<file path="src/rtl/frame_buf_arbiter_pkg.sv">
// Shared definitions for the SDRAM frame-buffer arbiter: defaults, write-FSM
// state encoding and the per-channel region address helpers.
package frame_buf_pkg;

   localparam int unsigned ADDR_W_DEF      = 24;
   localparam int unsigned LCD_H_PIX       = 800;
   localparam int unsigned LCD_V_PIX       = 480;
   localparam int unsigned FRAME_WORDS_DEF = LCD_H_PIX * LCD_V_PIX;

   typedef enum logic [1:0] {
      WR_IDLE  = 2'd0,
      WR_ARB   = 2'd1,
      WR_WRITE = 2'd2
   } wr_state_e;

   // Width of a channel index; at least one bit even for a single channel.
   function automatic int unsigned ch_width(input int unsigned n);
      return (n > 1) ? $clog2(n) : 1;
   endfunction

   // First word of frame region k.
   function automatic logic [63:0] region_base(input int unsigned k,
                                               input logic [63:0] base,
                                               input logic [63:0] words);
      return base + 64'(k) * words;
   endfunction

endpackage

</file>
<file path="src/rtl/frame_buf_arbiter_if.sv">
// Producer/LCD-facing bus of the frame-buffer arbiter. The master side is the
// processing pipeline and LCD timing logic; the slave side is the arbiter.
interface frame_buf_arbiter_if
   import frame_buf_pkg::*;
#(
   parameter int unsigned NUM_CH = 2,
   parameter int unsigned ADDR_W = ADDR_W_DEF
);
   localparam int unsigned CH_W = ch_width(NUM_CH);

   logic              shot_done;
   logic [NUM_CH-1:0] wr_req;
   logic [NUM_CH-1:0] wr_last;
   logic              lcd_rd_en;
   logic [CH_W-1:0]   disp_sel;

   logic              wr_en;
   logic [CH_W-1:0]   wr_ch;
   logic [ADDR_W-1:0] wr_min_addr;
   logic [ADDR_W-1:0] wr_max_addr;
   logic              rd_en;
   logic [ADDR_W-1:0] rd_min_addr;
   logic [ADDR_W-1:0] rd_max_addr;
   logic [NUM_CH-1:0] frame_done;
   logic              lcd_rst_n;

   modport master (
      output shot_done, wr_req, wr_last, lcd_rd_en, disp_sel,
      input  wr_en, wr_ch, wr_min_addr, wr_max_addr,
      input  rd_en, rd_min_addr, rd_max_addr, frame_done, lcd_rst_n
   );

   modport slave (
      input  shot_done, wr_req, wr_last, lcd_rd_en, disp_sel,
      output wr_en, wr_ch, wr_min_addr, wr_max_addr,
      output rd_en, rd_min_addr, rd_max_addr, frame_done, lcd_rst_n
   );

endinterface

</file>
<file path="src/rtl/frame_buf_arbiter_rr.sv">
// Combinational round-robin picker: first asserted request at or above
// rr_ptr, wrapping past the highest channel back to channel 0.
module rr_arbiter #(
   parameter int unsigned NUM_CH = 2,
   parameter int unsigned CH_W   = 1
) (
   input  logic [NUM_CH-1:0] req,
   input  logic [CH_W-1:0]   rr_ptr,
   output logic [NUM_CH-1:0] gnt_oh,
   output logic [CH_W-1:0]   gnt_idx
);

   logic            found;
   logic [CH_W:0]   wrap_sum;
   logic [CH_W-1:0] cand;

   // Scan NUM_CH candidates starting at rr_ptr; the extra sum bit catches wrap.
   always_comb begin
      gnt_oh   = '0;
      gnt_idx  = '0;
      found    = 1'b0;
      wrap_sum = '0;
      cand     = '0;
      for (int unsigned i = 0; i < NUM_CH; i++) begin
         wrap_sum = {1'b0, rr_ptr} + (CH_W+1)'(i);
         if (32'(wrap_sum) >= NUM_CH) begin
            wrap_sum = wrap_sum - (CH_W+1)'(NUM_CH);
         end
         cand = wrap_sum[CH_W-1:0];
         if (!found && req[cand]) begin
            found       = 1'b1;
            gnt_oh[cand] = 1'b1;
            gnt_idx     = cand;
         end
      end
   end

endmodule

</file>
<file path="src/rtl/frame_buf_arbiter.sv">
// Frame-buffer arbiter: round-robin frame-length write grants with fixed
// per-channel SDRAM windows, plus LCD read gating on a completed region.
module frame_buf_arbiter
   import frame_buf_pkg::*;
#(
   parameter int unsigned NUM_CH      = 2,
   parameter int unsigned ADDR_W      = ADDR_W_DEF,
   parameter int unsigned FRAME_WORDS = FRAME_WORDS_DEF,
   parameter int unsigned BASE_ADDR   = 0
) (
   input  logic               sys_clk,
   input  logic               sys_rst_n,
   frame_buf_arbiter_if.slave bus
);

   localparam int unsigned CH_W = ch_width(NUM_CH);
   localparam int unsigned NSEL = 1 << CH_W;

   // Elaboration-time region windows and the set of selectable channels.
   logic [ADDR_W-1:0] region_min [NUM_CH];
   logic [ADDR_W-1:0] region_max [NUM_CH];
   logic [NSEL-1:0]   sel_ok;

   for (genvar k = 0; k < NUM_CH; k++) begin : g_region
      assign region_min[k] = ADDR_W'(region_base(k, 64'(BASE_ADDR), 64'(FRAME_WORDS)));
      assign region_max[k] = ADDR_W'(region_base(k, 64'(BASE_ADDR), 64'(FRAME_WORDS))
                                     + 64'(FRAME_WORDS) - 64'd1);
   end

   for (genvar s = 0; s < NSEL; s++) begin : g_sel_ok
      assign sel_ok[s] = (s < NUM_CH);
   end

   wr_state_e         state_q, state_d;
   logic [CH_W-1:0]   rr_ptr_q, rr_ptr_d;
   logic [NUM_CH-1:0] frame_valid_q, frame_valid_d;
   logic [CH_W-1:0]   sel_q, sel_d;
   logic              wr_en_q, wr_en_d;
   logic [CH_W-1:0]   wr_ch_q, wr_ch_d;
   logic [ADDR_W-1:0] wr_min_q, wr_min_d;
   logic [ADDR_W-1:0] wr_max_q, wr_max_d;
   logic [NUM_CH-1:0] frame_done_q, frame_done_d;
   logic              rd_en_q, rd_en_d;
   logic [ADDR_W-1:0] rd_min_q, rd_min_d;
   logic [ADDR_W-1:0] rd_max_q, rd_max_d;
   logic              lcd_rst_n_q, lcd_rst_n_d;

   logic [NUM_CH-1:0] gnt_oh;
   logic [CH_W-1:0]   gnt_idx;

   rr_arbiter #(
      .NUM_CH (NUM_CH),
      .CH_W   (CH_W)
   ) u_rr_arbiter (
      .req     (bus.wr_req),
      .rr_ptr  (rr_ptr_q),
      .gnt_oh  (gnt_oh),
      .gnt_idx (gnt_idx)
   );

   // Next-state logic for the write FSM and the read-side gating.
   always_comb begin
      state_d       = state_q;
      rr_ptr_d      = rr_ptr_q;
      frame_valid_d = frame_valid_q;
      wr_en_d       = wr_en_q;
      wr_ch_d       = wr_ch_q;
      wr_min_d      = wr_min_q;
      wr_max_d      = wr_max_q;
      frame_done_d  = '0;

      unique case (state_q)
         WR_IDLE: begin
            if (bus.shot_done) begin
               state_d = WR_ARB;
            end
         end
         WR_ARB: begin
            if (|gnt_oh) begin
               wr_ch_d  = gnt_idx;
               wr_min_d = region_min[gnt_idx];
               wr_max_d = region_max[gnt_idx];
               wr_en_d  = 1'b1;
               state_d  = WR_WRITE;
            end
         end
         WR_WRITE: begin
            if (bus.wr_last[wr_ch_q]) begin
               wr_en_d                = 1'b0;
               state_d                = WR_ARB;
               rr_ptr_d               = (32'(wr_ch_q) == NUM_CH - 1) ? '0 : wr_ch_q + CH_W'(1);
               frame_valid_d[wr_ch_q] = 1'b1;
               frame_done_d[wr_ch_q]  = 1'b1;
            end
         end
         default: begin
            state_d = WR_IDLE;
            wr_en_d = 1'b0;
         end
      endcase

      // The displayed region only moves between LCD frames.
      sel_d = sel_q;
      if (!bus.lcd_rd_en && sel_ok[bus.disp_sel]) begin
         sel_d = bus.disp_sel;
      end
      rd_min_d    = region_min[sel_q];
      rd_max_d    = region_max[sel_q];
      lcd_rst_n_d = lcd_rst_n_q | frame_valid_q[sel_q];
      rd_en_d     = bus.lcd_rd_en & lcd_rst_n_q;
   end

   // State and output registers; reset clears everything asynchronously.
   always_ff @(posedge sys_clk or negedge sys_rst_n) begin
      if (!sys_rst_n) begin
         state_q       <= WR_IDLE;
         rr_ptr_q      <= '0;
         frame_valid_q <= '0;
         sel_q         <= '0;
         wr_en_q       <= 1'b0;
         wr_ch_q       <= '0;
         wr_min_q      <= '0;
         wr_max_q      <= '0;
         frame_done_q  <= '0;
         rd_en_q       <= 1'b0;
         rd_min_q      <= '0;
         rd_max_q      <= '0;
         lcd_rst_n_q   <= 1'b0;
      end else begin
         state_q       <= state_d;
         rr_ptr_q      <= rr_ptr_d;
         frame_valid_q <= frame_valid_d;
         sel_q         <= sel_d;
         wr_en_q       <= wr_en_d;
         wr_ch_q       <= wr_ch_d;
         wr_min_q      <= wr_min_d;
         wr_max_q      <= wr_max_d;
         frame_done_q  <= frame_done_d;
         rd_en_q       <= rd_en_d;
         rd_min_q      <= rd_min_d;
         rd_max_q      <= rd_max_d;
         lcd_rst_n_q   <= lcd_rst_n_d;
      end
   end

   assign bus.wr_en       = wr_en_q;
   assign bus.wr_ch       = wr_ch_q;
   assign bus.wr_min_addr = wr_min_q;
   assign bus.wr_max_addr = wr_max_q;
   assign bus.frame_done  = frame_done_q;
   assign bus.rd_en       = rd_en_q;
   assign bus.rd_min_addr = rd_min_q;
   assign bus.rd_max_addr = rd_max_q;
   assign bus.lcd_rst_n   = lcd_rst_n_q;

endmodule

</file>
<file path="src/flat_wrapper.sv">
// flat-port wrapper written by rule: the top's interface ports become plain ports
module frame_buf_arbiter_flat import frame_buf_pkg::*;
#(
   parameter int unsigned NUM_CH      = 2,
   parameter int unsigned ADDR_W      = ADDR_W_DEF,
   parameter int unsigned FRAME_WORDS = FRAME_WORDS_DEF,
   parameter int unsigned BASE_ADDR   = 0
)
  (sys_clk, sys_rst_n, bus_shot_done, bus_wr_req, bus_wr_last, bus_lcd_rd_en, bus_disp_sel, bus_wr_en, bus_wr_ch, bus_wr_min_addr, bus_wr_max_addr, bus_rd_en, bus_rd_min_addr, bus_rd_max_addr, bus_frame_done, bus_lcd_rst_n);
  frame_buf_arbiter_if #(.NUM_CH(NUM_CH), .ADDR_W(ADDR_W)) bus_i ();
  input  logic sys_clk;
  input  logic sys_rst_n;
  input wire logic [$bits(bus_i.shot_done)-1:0] bus_shot_done;
  input wire logic [$bits(bus_i.wr_req)-1:0] bus_wr_req;
  input wire logic [$bits(bus_i.wr_last)-1:0] bus_wr_last;
  input wire logic [$bits(bus_i.lcd_rd_en)-1:0] bus_lcd_rd_en;
  input wire logic [$bits(bus_i.disp_sel)-1:0] bus_disp_sel;
  output wire logic [$bits(bus_i.wr_en)-1:0] bus_wr_en;
  output wire logic [$bits(bus_i.wr_ch)-1:0] bus_wr_ch;
  output wire logic [$bits(bus_i.wr_min_addr)-1:0] bus_wr_min_addr;
  output wire logic [$bits(bus_i.wr_max_addr)-1:0] bus_wr_max_addr;
  output wire logic [$bits(bus_i.rd_en)-1:0] bus_rd_en;
  output wire logic [$bits(bus_i.rd_min_addr)-1:0] bus_rd_min_addr;
  output wire logic [$bits(bus_i.rd_max_addr)-1:0] bus_rd_max_addr;
  output wire logic [$bits(bus_i.frame_done)-1:0] bus_frame_done;
  output wire logic [$bits(bus_i.lcd_rst_n)-1:0] bus_lcd_rst_n;
  assign bus_i.shot_done = bus_shot_done;
  assign bus_i.wr_req = bus_wr_req;
  assign bus_i.wr_last = bus_wr_last;
  assign bus_i.lcd_rd_en = bus_lcd_rd_en;
  assign bus_i.disp_sel = bus_disp_sel;
  assign bus_wr_en = bus_i.wr_en;
  assign bus_wr_ch = bus_i.wr_ch;
  assign bus_wr_min_addr = bus_i.wr_min_addr;
  assign bus_wr_max_addr = bus_i.wr_max_addr;
  assign bus_rd_en = bus_i.rd_en;
  assign bus_rd_min_addr = bus_i.rd_min_addr;
  assign bus_rd_max_addr = bus_i.rd_max_addr;
  assign bus_frame_done = bus_i.frame_done;
  assign bus_lcd_rst_n = bus_i.lcd_rst_n;
  frame_buf_arbiter #(.NUM_CH(NUM_CH), .ADDR_W(ADDR_W), .FRAME_WORDS(FRAME_WORDS), .BASE_ADDR(BASE_ADDR)) u_core (.sys_clk(sys_clk), .sys_rst_n(sys_rst_n), .bus(bus_i));
endmodule
</file>
<file path="config.mk">
export PLATFORM = sky130hd
export DESIGN_NAME = frame_buf_arbiter_flat
export DESIGN_NICKNAME = d
export VERILOG_FILES = /design/src/rtl/frame_buf_arbiter_pkg.sv /design/src/rtl/frame_buf_arbiter_if.sv /design/src/rtl/frame_buf_arbiter_rr.sv /design/src/rtl/frame_buf_arbiter.sv /design/src/flat_wrapper.sv
export SDC_FILE = /design/constraint.sdc
export NUM_CORES = 1
export LEC_CHECK = 0
export CAP_MARGIN = 20
export CORE_MARGIN = 4
export CORE_UTILIZATION = 32
export DETAILED_ROUTE_END_ITERATION = 6
export PLACE_DENSITY = 0.8
export SLEW_MARGIN = 20
export SYNTH_ARGS = -nofsm -noshare
export SYNTH_HDL_FRONTEND = slang
export SYNTH_SLANG_ARGS = --single-unit
export TNS_END_PERCENT = 10
</file>
<file path="constraint.sdc">
create_clock -name sys_clk -period 1.65 [get_ports sys_clk]
set_clock_uncertainty 0.1 [all_clocks]
set_input_delay 0.2475 -clock sys_clk [delete_from_list [all_inputs] [get_ports sys_clk]]
set_output_delay 0.2475 -clock sys_clk [all_outputs]
set_load 0.02 [all_outputs]
</file>
==> results of run 1 <==
==> stage by stage <==
step                hold WS (ps)  instances  utilization [%]  power, mW
floorplan                   -148        182                -       1.65
global placement             336        210             38.6       1.86
detailed placement           354        210             38.6       1.88
CTS                          221        214             38.3       2.06
global route                 236        214             38.5       2.18
finish                       215        214             38.5       2.03
==> area by class of cell <==
cell class,count,area [sq um]
Clock buffer,3,41.3
Clock inverter,1,7.51
Fill cell,439,2460
Inverter,3,11.3
Multi-Input combinational cell,71,355
Sequential cell,17,429
Tap cell,50,62.6
Timing Repair Buffer,69,634
==> logic make-up after synthesis <==
kind of cell | Yosys count
buf+inv | 94
compound gates | 9
flops | 17
simple gates | 18
mux | 1
other cells | 2
==> cells in the final DEF (no fill, tap or decap), drive strengths merged, types with 2 or more instances in the layout <==
| master | n |
|---|---|
| dlygate4sd2 | 49 |
| conb | 43 |
| dfrtp | 17 |
| clkdlybuf4s50 | 16 |
| nand2b | 6 |
| inv | 3 |
| nand2 | 3 |
| clkbuf | 3 |
| dlymetal6s2s | 3 |
| nor2 | 2 |
| o21ai | 2 |
| nor2b | 2 |
==> what timing repair did <==
action / 4_1_cts / 5_1_grt
hold endpoints to repair: 0 / 0
setup endpoints to repair: 49 / 3
resized for setup: 52 / 3
==> flip-flops by register name (all words and copies together) (netlist names) <==
register                count
u_core.bus.frame_done       2
u_core.bus.lcd_rst_n        1
u_core.bus.rd_en            1
u_core.bus.rd_max_addr      3
u_core.bus.wr_en            1
u_core.bus.wr_max_addr      3
u_core.frame_valid_q        2
u_core.rr_ptr_q             1
u_core.sel_q                1
u_core.state_q              2
==> metal layers <==
metal	GRT usage, %	wire length [um]
met1	9.01	782
met2	14.6	1120
met3	2.08	306
met4	3.13	2
met5	0	0
==> synthesized netlist by cell type, types with 2 or more instances <==
cell type  number
dfrtp_1        17
conb_1          2
nor2_1          2
nand2b_1        6
buf_4          91
inv_1           3
nand2_1         3
o21ai_1         2
==> power by group <==
part	internal [mW]	total (mW)	switching [mW]
registers	0.530	0.654	0.125
clock network	0.170	0.314	0.144
logic	0.429	1.06	0.633
total	1.13	2.03	0.902
==> worst paths after layout <==
path | endpoint | slack (ps) | cells after the start | start
setup reg to reg | u_core.state_q[0]$_DFFE_PN0P_ | 400 | 3 | u_core.bus.wr_max_addr[17]$_DFFE_PN0P_
setup / recovery | bus_lcd_rst_n | 60 | 1 | u_core.bus.lcd_rst_n$_DFF_PN0_
max in group asynchronous | u_core.bus.rd_max_addr[16]$_DFF_PN0_ | 1030 | 2 | sys_rst_n
min in group sys_clk | u_core.bus.rd_max_addr[17]$_DFF_PN0_ | 360 | 0 | u_core.sel_q$_DFFE_PN0N_
hold / removal | u_core.bus.frame_done[1]$_DFF_PN0_ | 210 | 2 | sys_rst_n
hold reg to reg | u_core.bus.rd_max_addr[17]$_DFF_PN0_ | 360 | 0 | u_core.sel_q$_DFFE_PN0N_
==> run metrics, run 1 <==
final count of pins violating max slew 0; Critical Path Source Type register; largest net degree at the start of global routing 18; f_max 627 MHz; max_cap viols 0; final worst setup slack 55.8 ps; worst hold path class input pin to async pin; Clock Tree Buf Depth 2; DR vias 757; total clock sinks 17; Max FO, Critical Path 3; vias in the first global route 705; cell accounting for the most synthesized area buf_4; Leak 0.769 nW; initial core utilization 33.0%; power per cell area 1320 nW/um^2; setup TNS 0 ps; # nets final 174; status completed; Place WS 29.6 ps; Detailed Place HPWL 1.82 mm; Compound-Gate Fraction of Synth Area 5.02%; warning count from the yosys run 0; FF+latch count, synth 17; CTS Hold Bufs 0; ys async rst share 100%; CTS tree done; first-pass GRT wire length 3.40 mm; PortBufs 68; Area contributors post-synth buf_4, dfrtp_1, nand2b_1; RSZ-0062 raised after global routing false; synthesized cell area 1320 sq um; Synth cell types 23; DRT iter0 DRCs 12; cells after synthesis 141; overall routed net length 2.21 mm; clock transition at the registers of the reported paths 70 ps; clock latency on the worst-skew pair 250 ps; Congestion Overflow GR 0; largest family of logic cells by synthesized area buffers and inverters; CP max-delay cell clkdlybuf4s50_1; Design Area, Final 1540 sq um; dominant synthesized flop cell dfrtp_1; clock tree root buffer cell clkbuf_8; # rows 23; CP required 1300 ps; Synth Area in XOR/XNOR 0%; Critical path buffers and inverters 1; setup violators final 0; placed cell area 1540 sq um; Total GRT Usage 8.08%; Die X-Extent 72.3 um; drt wl/cell 10.3 um; antenna viol nets, final 0; final hold viol count 0; post-synthesis adder-cell area fraction 0%; fraction of layout cells with a size suffix above 1 6.71%; antenna cells 0; final worst-path cycle share 96.6%; CTS buffer count 3; routability cong. 0.730; multiplexer share of the synthesized area 0.852%; drt drc 0; Avg Vias per Cell 3.54; crit path kind register to primary output; peak supply drop 0.809 mV; Placeable Area 4000 sq um; DR pass1 iterations 4; Top-Level Pins 111; cells along the critical path clkdlybuf4s50_1; P&R area growth vs syn 16.7%; Arr. time, crit path 1250 ps; sequential area share after synthesis 32.2%; Final Critical Period 1590 ps; H-tree depth 1; CP max stage delay 630 ps; postcts setup bufs 0; Avg Inst Size Synth 9.37 sq um; initial antenna violation count 0; post-synthesis simple-gate area fraction 8.81%; CP Capture Type primary output; share of Yosys cell area claimed by the top area cell type 51.7%; number of flops mapped to enable cells by yosys 0; CP delay by family, top buffers and inverters; die height 72.3 um; die area 5220 sq um
Note: power is estimated with default switching activity, not from simulation.
==> run 2: changes to the inputs <==
Settings changed: CORE_UTILIZATION 32 to 33, PLACE_DENSITY 0.8 to 0.82, SYNTH_HIERARCHICAL from default to 1.
==> run 2 against run 1 <==
- via count shrank 0.13%
- synthesized cell count is the same
- first-iteration DRC count shrank 67%
- final cell count is the same
- combinational power is essentially flat
- sequential power is essentially flat
- register-to-register slack lost 220 ps
- core utilization grew 2.9 points
- die area shrank 1.1%
- worst hold slack gained 5.2 ps
==> run metrics, run 2 <==
die height 71.9 um; # rows 22; Critical path buffers and inverters 1; warning count from the yosys run 6; Avg Inst Size Synth 9.55 sq um; clock transition at the registers of the reported paths 70 ps; # nets final 176; power per cell area 1270 nW/um^2; initial antenna violation count 0; antenna viol nets, final 0; Detailed Place HPWL 1.82 mm; cells after synthesis 141; final count of pins violating max slew 0; most common cell in the netlist buf_4; FF+latch count, synth 17; Final Critical Period 1590 ps; CP max stage delay 620 ps; ys async rst share 100%; CP max-delay cell clkdlybuf4s50_1; H-tree depth 1; synthesized cell area 1350 sq um; most frequent cells in the layout dlygate4sd2_1, conb_1, clkdlybuf4s50_1; Top-Level Pins 111; overall routed net length 2.19 mm; CP delay by family, top buffers and inverters; cell accounting for the most synthesized area buf_4; number of flops mapped to enable cells by yosys 0; final worst-path cycle share 96.5%; Synth cell types 27; clock tree root buffer cell clkbuf_8; DR vias 756; cells along the critical path clkdlybuf4s50_1; drt wl/cell 10.2 um; CP Capture Type primary output; drt drc 0; P&R area growth vs syn 16.9%; die area 5170 sq um; DR pass1 iterations 2; GR Util met2 12.4%; PortBufs 68; final hold viol count 0; antenna cells 0; dominant synthesized flop cell dfrtp_1; fraction of layout cells with a size suffix above 1 10.8%; CP startpoint u_core/bus.wr_max_addr[18]$_DFFE_PN0P_; total clock sinks 17; Placeable Area 3800 sq um; global routing usage on met1 8.34%; postcts setup bufs 0; crit path kind register to primary output; max_cap viols 0; worst r2r src u_core/rr_ptr_q$_DFFE_PN0P_; commonest non-fill, non-tap cell in the layout dlygate4sd2_1; first-pass GRT wire length 3.05 mm; f_max 628 MHz; Arr. time, crit path 1250 ps; Critical Path Source Type register; CTS tree done; clock latency on the worst-skew pair 250 ps; share of Yosys cell area claimed by the top area cell type 50.7%; hold_ws 220 ps; CP required 1300 ps; Die X-Extent 71.9 um; peak supply drop 0.850 mV; gr busiest metal met2; Max FO, Critical Path 4; M3 GR Usage 3.09%; Design Area, Final 1570 sq um; Avg Vias per Cell 3.53; top cells by instance count after synthesis buf_4, dfrtp_1, inv_1, nor2_1; fill cell count 415; Area contributors post-synth buf_4, dfrtp_1, nor3b_4; RSZ-0062 raised after global routing false; final cell utilization of the core 41.4%; setup violators final 0; Congestion Overflow GR 0; worst hold path class input pin to async pin; Leak 0.795 nW; Total GRT Usage 7.63%; Clock Tree Buf Depth 2; CTS buffer count 3; routability cong. 0.778; initial core utilization 35.4%; status completed; DRT iter0 DRCs 4; largest net degree at the start of global routing 18; vias in the first global route 640; sequential area share after synthesis 31.6%; placed cell area 1580 sq um
run 2: cell count changes in the layout (fill, tap and decap cells not counted), sizes merged, moves of 2 or more:
cell / delta
a21boi: +3
nand2b: -3
buf: +2
nand2: -2
o21ai: -2
run 2: cell families (layout without fill, tap and decap cells):
kind of cell	Yosys count	in the layout	synth area share (%)
compound gates	7	7	4.46
other cells	2	43	0.558
buf+inv	95	79	51.9
mux	3	3	2.42
simple gates	17	17	9.11
flops	17	17	31.6
run 2: timing repair:
action	in CTS	in global routing
hold buffers	0	0
cloned	0	0
hold endpoints to repair	0	0
setup endpoints to repair	49	3
gates resized for setup	52	2
run 2: power by group:
group          switching, mW  internal, mW
Combinational          0.603         0.446
Sequential             0.124         0.527
Clock                  0.137         0.167
run 2: metal layers:
metal	part of all wire, %	vias up	wire length [um]
met2	49	65	1060
li1	-	350	-
met5	0	-	0
met1	34	337	741
met4	1.4	0	31
met3	16	4	351
run 2: layout make-up:
| cell class | count | area, sq um | share of cell area [%] |
|---|---|---|---|
| clock buffers | 3 | 41.3 | 2.62 |
| inverters | 4 | 15.0 | 0.954 |
| well taps | 48 | 60.1 | 3.82 |
| flip-flops and latches | 17 | 429 | 27.3 |
| clock inverters | 1 | 5.00 | 0.318 |
| multi-input cells | 70 | 377 | 23.9 |
| repair buffers | 71 | 647 | 41.1 |
run 2: through the flow:
| step | std cells | setup slack (ps) | power, mW | setup TNS, ps |
|---|---|---|---|---|
| global route | 214 | 6.93 | 2.13 | 0 |
| detailed placement | 210 | -167 | 1.85 | -531 |
| global placement | 210 | -127 | 1.84 | -309 |
| CTS | 214 | 26.3 | 2.04 | 0 |
| floorplan | 182 | 214 | 1.61 | 0 |
| finish | 214 | 57.4 | 2.00 | 0 |
run 2: path summary, 6_finish.rpt:
check	endpoint	slack [ps]	cells past startpoint
hold reg to reg	u_core/bus.rd_max_addr[17]$_DFF_PN0_	350	0
setup reg to reg	u_core/bus.wr_max_addr[17]$_DFFE_PN0P_	180	5
min in group sys_clk	u_core/bus.rd_max_addr[17]$_DFF_PN0_	350	0
hold / removal	u_core/rr_ptr_q$_DFFE_PN0P_	220	2
max in group asynchronous	u_core/bus.rd_max_addr[16]$_DFF_PN0_	1030	2
setup / recovery	bus_wr_max_addr[14]	60	1
